## src/rtl/loop_cntr_ctl.sv

```systemverilog
// loop_cntr_ctl: owns the loop counter CNTR and drives the loop count stack.
// Outer counts are pushed on nested loads and restored from the stack on loop exit.
module loop_cntr_ctl #(
    parameter int CW = 14,
    parameter logic [CW-1:0] INIT_CNT = '0
) (
    input  logic          DSPCLK,
    input  logic          T_RST_,
    input  logic          LdCNTR_EN,
    input  logic [CW-1:0] CNTR_din,
    input  logic          DecCNT_EN,
    input  logic          PopReq,
    input  logic [CW-1:0] TopCNT,
    input  logic          CNT_full,
    input  logic          CNT_empty,
    output logic          PushCNT_EN,
    output logic          PopCNT_EN,
    output logic [CW-1:0] CNTin,
    output logic          CNS_CKenb,
    output logic [CW-1:0] CNTR,
    output logic          CE,
    output logic          CNTR_valid,
    output logic          SOVF,
    output logic          SUNF
);
    typedef enum logic {IDLE, ACTIVE} state_t;
    state_t state;
    logic active;
    assign active = state == ACTIVE;
    // Strobes are held off while reset is asserted so the stack is never touched during reset.
    assign PushCNT_EN = T_RST_ & LdCNTR_EN & active & !PopReq & !CNT_full;
    assign PopCNT_EN = T_RST_ & PopReq & !LdCNTR_EN & !CNT_empty;
    assign CNTin = CNTR;
    assign CNS_CKenb = !(PushCNT_EN | PopCNT_EN);
    assign CE = active & (CNTR == CW'(1));
    assign CNTR_valid = active;
    always_ff @(posedge DSPCLK) begin
        if (!T_RST_) begin
            state <= IDLE;
            CNTR <= INIT_CNT;
            SOVF <= 1'b0;
            SUNF <= 1'b0;
        end else if (LdCNTR_EN) begin
            CNTR <= CNTR_din;
            state <= ACTIVE;
            if (active & !PopReq & CNT_full)
                SOVF <= 1'b1;
        end else if (PopReq) begin
            if (!CNT_empty) begin
                CNTR <= TopCNT;
                state <= ACTIVE;
            end else if (active)
                state <= IDLE;
            else
                SUNF <= 1'b1;
        end else if (DecCNT_EN & active) begin
            CNTR <= CNTR - CW'(1);
        end
    end
endmodule

```

## config.mk

```make
export PLATFORM = sky130hd
export DESIGN_NAME = loop_cntr_ctl
export DESIGN_NICKNAME = d
export VERILOG_FILES = /design/src/rtl/loop_cntr_ctl.sv
export SDC_FILE = /design/constraint.sdc
export NUM_CORES = 1
export LEC_CHECK = 0
export BUFFER_PORTS_ARGS = -buffer_cell sky130_fd_sc_hd__clkbuf_2
export CAP_MARGIN = 0
export CORE_MARGIN = 2
export CORE_UTILIZATION = 48
export CTS_CLUSTER_DIAMETER = 50
export DETAILED_ROUTE_END_ITERATION = 16
export HOLD_SLACK_MARGIN = 0.08
export MAX_ROUTING_LAYER = met4
export PLACE_DENSITY_LB_ADDON = 0.15
export SYNTH_ARGS = -nofsm -noshare
export SYNTH_HDL_FRONTEND = slang
export SYNTH_SLANG_ARGS = --single-unit
```

## constraint.sdc

```tcl
create_clock -name DSPCLK -period 2.6 [get_ports DSPCLK]
set_input_delay 0.26 -clock DSPCLK [delete_from_list [all_inputs] [get_ports DSPCLK]]
set_output_delay 0.26 -clock DSPCLK [all_outputs]
set_load 0.03 [all_outputs]
```

Yosys cells after proc, flatten, opt, wreduce, memory -nomap -nowiden:

Cells that the tools add are included.

* bitwise gates (word level): 14
* add/subtract/negate cells: 1
* equality and inequality tests: 2
* multiplexer cells: 7
* reduce and logical (&&, ||, !) cells: 10

Operators by type and width (count)
* $mux W14: 4
* $eq A14 B1 Y1 const B: 1
* $sub A14 B1 Y14 const B: 1
* $and A1 B1 Y1: 11
* $logic_not A1 Y1: 5
* $reduce_and A2 Y1: 2
* $reduce_and A4 Y1: 1
* $mux W1: 3
* $ne A3 B3 Y1 const B: 1
* $reduce_bool A3 Y1: 1
* $not A1 Y1: 2
* $reduce_bool A2 Y1: 1
* $or A1 B1 Y1: 1

* word-level logic and storage cells: 38
* input bits: 35
* register bits: 17
* output and inout bits: 35

Longest topological paths before layout:

Gate-level depths: netlist of run 1.

* depth in word-level cells: 6
* depth in mapped cells: 7
* gate-level depth less buffers: 7

Least setup slack after synthesis of run 1:

No wires, ideal clock.

* path type: register to output
* from: register CNTR[7]
* to: output port CE
* path buffers: 0
* data arrival time: 1714 ps
* path slack: 626 ps
* cell stages (with the launch flop): 4
* cells stage by stage: dfxtp_1 nor4_2 nand2_1 nor3_1

* cells in the longest elaborated chain, start to end: 2

Ends and longest elaborated chain
* start: declaration: RTL line 20 `output logic [CW-1:0] CNTR,`
* start signal: assignment: RTL line 44 `CNTR <= CNTR_din;`
* start signal: assignment: RTL line 50 `CNTR <= TopCNT;`
* start signal: assignment: RTL line 57 `CNTR <= CNTR - CW'(1);`
* $eq A14 B1 Y1: RTL line 35 `assign CE = active & (CNTR == CW'(1));`
* $and A1 B1 Y1: RTL line 35
* end: declaration: RTL line 21 `output logic CE,`

No other way between the ends.

Worst setup path after layout of run 1:

Same ends and word-level chain as after synthesis.

==> out/metrics.cfg, run 1 <==
[run_status]
status=finished, final reports clean

[cells_and_area]
final_common_cell=clkbuf_2
fin_area_um2=1516
drive_above_1_share_pct=40.10
nNetsFinal=245
area_growth_syn_to_layout_pct=17.78
layout_common_cells=69 x clkbuf_2, 17 x dfxtp_1, 16 x o21ai_0
diodes=0

[clock_network]
clk_latency_ps=290
cts-resized-gates=0
post_cts_buffers=0
numCtsBuffers=3
hold_buffers=0
htreeDepth=1
clockRootBuffer=clkbuf_4
clkTransAtPathRegs_ps=110
cts_buffer_depth=2
cts.sinks=17
cts_tree=yes

[drt]
vias=1360
drcViolationCount=0
viasPerCell=5.738
ant_nets=0
drt-initial-drc-count=58
wl_per_cell_um=14.48
firstDrtPassIters=5
drt_wl_total_um=3432

[worst_setup_path]
cp-end-kind=primary output
crit_required_ps=2340
rr_startpoint=CNTR[0]
critPathArrivalTime_ps=1760
reg2reg_slack_ps=660
r2r-end=CNTR[8]
crit_type=reg2out
endpoint=CE
ff2ff_path_depth=7
crit_path_start_kind=flip-flop
cp_max_fo=9
cp-startpoint=CNTR[7]

[synthesis]
synth_ff_type=dfxtp_1
yosysSeqAreaShare_pct=26.43
yosysWarnings=0
synth_edf_count=0
netlist_instances=158
synth.distinct_cells=52
avgSynthCellArea_um2=8.149
synthArstFlopShare_pct=0
syn-cell-area_um2=1287
ys_seq_elements=17
synthesis.nets=195

[run]
maxCapViolations=0

[floorplan]
die_h_um=55.79
dieArea_um2=3113
core_area_um2=2500
rows=18
initial_utilization_pct=51.50
die_x_um=55.79
pin_count=70

[sta]
min_period_ps=2018
skew_ps=10.41
slew_viol_final=0
period_share_pct=77.62
hold_viol=0
worstMarginPinSlew_ps=601.4
relSlewSlack_pct=59.83
fmax_ghz=0.4955
grt_setup_unrepaired=no
tns_ps=0
finalSetupViolCount=0

[placed_design]
dp_hpwl_um=2608
portBuffers=69
place_area_um2=1490
place_congestion=0.9016

[global_route]
antenna_found_initial=0
grt_util_all_layers_pct=23.30
overflow=0
grt_pass1_vias=1251
grt_pass1_wl_um=5816
grt_max_degree=22

[power]
peakVddDrop_mv=0.3294
leakagePower_uw=0.0007147
power-per-cell-area_nw_per_um2=514.1

[hold_path]
hold_path_class=in2reg

## Yosys cell counts (all sizes together), types with 2 or more instances
cell    instances  area, um2
nand3           3      15.01
a21oi          10      50.05
nor4            3      40.04
ha              2      25.02
nor2b           5      38.78
a222oi          5      50.05
inv             4      15.01
o21ai          18      90.09
nor3            5      30.03
and2            2      12.51
mux2i           2      20.02
a31oi           4      25.02
nand2           9      33.78
buf            20      150.1
and2b           2      17.52
clkbuf          3      21.27
a21boi          2      15.01
dfxtp          17      340.3
nor3b           2      15.01
nor2           12      52.55
o211ai          6      45.04
## cell type report
| cell class | count | area, um2 |
|---|---|---|
| Clock buffer | 4 | 26.28 |
| Sequential cell | 17 | 340.3 |
| Fill cell | 241 | 983.4 |
| Timing Repair Buffer | 69 | 345.3 |
| Inverter | 5 | 18.77 |
| Tap cell | 30 | 37.54 |
| Multi-Input combinational cell | 112 | 748.2 |
## sequential cells by signal, summed over array words and instances, names as in the netlist
register / flops
CNTR_valid: 1
CNTR: 14
SOVF: 1
SUNF: 1
## power by group
group	leakage [uW]	switching (uW)	internal (uW)
sequential	0.000141	35.7	282
clock	0.0000150	83.0	59.4
combinational	0.000559	207	112
total	0.000715	326	453
## routing by layer
layer	share of wire [%]	vias up	track usage [%]
met5	0	-	-
met4	0.93	0	6.969
met3	7.5	4	4.186
met2	46	55	37.76
met1	46	625	29.61
li1	-	676	-
## kinds of logic (layout without fill, tap and decap cells)
kind of cell	Yosys count	count (layout)	share of synthesized area, %
simple gates	49	49	23.32
mux	2	2	1.555
compound gates	58	58	30.61
buf+inv	29	78	15.45
flops	17	17	26.43
xor+xnor	1	1	0.6804
fa+ha+maj	2	2	1.943
## how the worst min path moves through the flow
stage                    start        to  slack, ps  cells past startpoint
floorplan            TopCNT[9]   CNTR[9]        440                      2
global route          CNT_full      SOVF        270                      3
finish              TopCNT[11]  CNTR[11]        250                      3
global placement          SOVF      SOVF        470                      2
detailed placement        SUNF      SUNF        480                      2
CTS                 TopCNT[11]  CNTR[11]        240                      3
## per-stage QoR
step                      hold WS [ps]  total power [uW]  cells  setup slack (ps)  utilization [%]
after floorplan                  439.1             579.2    158             626.3                -
after global placement           470.2             637.4    233             787.5            59.61
after detailed placement         477.1             641.5    233             690.5            59.61
after CTS                        238.2             787.1    237             572.0            60.66
after global routing             272.8             831.7    237             360.7            60.66
final                            247.6             779.6    237             581.9            60.66
## worst max-delay path, cell delays in order, from the launching register on
cell and delay [ps]:
dfxtp_1 420, nor4_2 430, nand2_1 180, nor3_1 210
clkbuf_2 240
No activity file was read; power rests on OpenSTA's default activity.
==> run 2, diff against run 1 <==
CORE_UTILIZATION = 44   (was 48)
clock period = 1.9 ns   (was 2.6 ns; I/O delays follow)
==> out/metrics.cfg, run 2 (synthesis gave the netlist of run 1 again) <==
[hold_path]
min_path_cells=3
holdPathEnd=CNTR[3]
hold_path_class=in2reg
hp-start=CNTR_din[3]

[power]
switching_share_pct=42.18
p_comb_share_pct=42.3
power.internal_uw=640.8
power-per-cell-area_nw_per_um2=696.3
peakVddDrop_mv=0.4983
p_clk_share_pct=18.5
p_switching_uw=467.4
leakagePower_uw=0.0007537
p_seq_share_pct=39.2

[worst_setup_path]
r2r-end=CNTR[13]
crit_type=reg2out
rr_startpoint=CNTR[0]
crit_path_start_kind=flip-flop
crit_buf_inv=1
cp_max_fo=7
cpMaxStageDelayCell=dfxtp_1
slowest_delay_ps=410
reg2reg_slack_ps=160
cpLargestDelayFamily=simple AND/OR/NAND/NOR gates
crit_required_ps=1710
cp-end-kind=primary output
path_cells=nor4_4, nand2_2, nor3_2, clkbuf_4
ff2ff_path_depth=5
critPathArrivalTime_ps=1580

[drt]
firstDrtPassIters=5
drt-initial-drc-count=76
vias=1375
wl_per_cell_um=14.85
viasPerCell=5.635
drcViolationCount=0
ant_nets=0
drt_wl_total_um=3623

[global_route]
grt_max_degree=22
overflow=0
grt_pass1_wl_um=5802
antenna_found_initial=0
grt_pass1_vias=1288
grt_util_all_layers_pct=22.78

[sta]
slew_viol_final=0
hold_viol=0
fmax_ghz=0.5651
period_share_pct=93.13
setup_slack_ps=130.5
grt_setup_unrepaired=no
min_period_ps=1769
finalSetupViolCount=0
worstMarginPinSlew_ps=398.8
tns_ps=0
hold_ws_ps=165.2
skew_ps=4.207
relSlewSlack_pct=73.42

[clock_network]
clk_latency_ps=300
htreeDepth=1
cts.sinks=17
clkTransAtPathRegs_ps=110
post_cts_buffers=0
clockRootBuffer=clkbuf_4
cts_buffer_depth=2
cts_tree=yes
numCtsBuffers=3

[floorplan]
core_area_um2=2758
pin_count=70
dieArea_um2=3375
rows=19
die_x_um=58.10
initial_utilization_pct=46.69
die_h_um=58.10

[placed_design]
place_congestion=0.8577
dp_slack_ps=123.6
place_area_um2=1541
portBuffers=69
dp_hpwl_um=2718

[cells_and_area]
largest_reg_flops=14
area_growth_syn_to_layout_pct=23.62
fin_area_um2=1592
layout_common_cells=68 x clkbuf_2, 17 x dfxtp_1, 16 x o21ai_0
multiInputGateArea_um2=774.5
diodes=0
final-seq-area_um2=340.3
largest-register=CNTR
final_common_cell=clkbuf_2
nNetsFinal=251
fill_cells=274
drive_above_1_share_pct=43.66

[run_status]
status=finished, final reports clean

[run]
maxCapViolations=0

[run 2: changes by cell type in the layout (fill, tap and decap cells not counted), sizes merged]
cell	before	now
buf	0	6
[run 2: cell type report]
| cell class | instances | share of cell area, % |
|---|---|---|
| sequential | 17 | 21.38 |
| tap | 31 | 2.437 |
| inverter | 5 | 1.179 |
| multi-input combinational | 112 | 48.66 |
| clock buffer | 4 | 1.651 |
| timing repair buffer | 75 | 24.69 |
[run 2: how the worst max path moves through the flow]
| stage | cells past startpoint | startpoint | endpoint | slack, ps |
|---|---|---|---|---|
| 2_1_floorplan | 7 | CNTR[0] | CNTR[8] | 120 |
| 3_3_place_gp | 7 | CNTR[1] | CNTR[8] | 160 |
| 3_5_place_dp | 7 | CNTR[1] | CNTR[8] | 120 |
| 4_1_cts | 4 | CNTR[7] | CE | 7 |
| 5_1_grt | 4 | CNTR[8] | CE | 20 |
| 6_report | 4 | CNTR[8] | CE | 130 |
[run 2: power by group through the flow]
stage	combinational [uW]	clock, uW	sequential, uW
floorplan	303	0	491
detailed placement	460	0	438
finish	468	205	434
global route	512	222	441
CTS	465	210	432
global placement	458	0	435
[run 2: worst reg2reg max path, delay by kind of cell, from the launching register on]
kind	cells	cell delay, ps
flops	1	360
compound gates	2	280
simple gates	3	1000
[run 2: per-layer routing]
metal / global-route usage, % / wire, um / share of wire [%] / vias up
met1: 27.69 / 1597 / 44 / 633
li1: - / - / - / 687
met2: 38.47 / 1746 / 48 / 53
met4: 5.316 / 20 / 0.55 / 0
met5: - / 0 / 0 / -
met3: 4.911 / 259 / 7.1 / 2
[run 2: timing repair]
action | in CTS | in global routing
endpoints found under the setup margin | 1 | 5
pin swaps | 0 | 1
gates resized for setup | 1 | 5
hold endpoints to repair | 0 | 0
hold buffers | 0 | 0
cloned | 0 | 0
[run 2: stage by stage]
step | power (uW) | utilization (%) | std cells
floorplan | 793.8 | - | 158
global placement | 892.6 | 55.90 | 240
detailed placement | 897.9 | 55.90 | 240
CTS | 1107 | 57.17 | 244
global route | 1175 | 57.71 | 244
finish | 1108 | 57.71 | 244
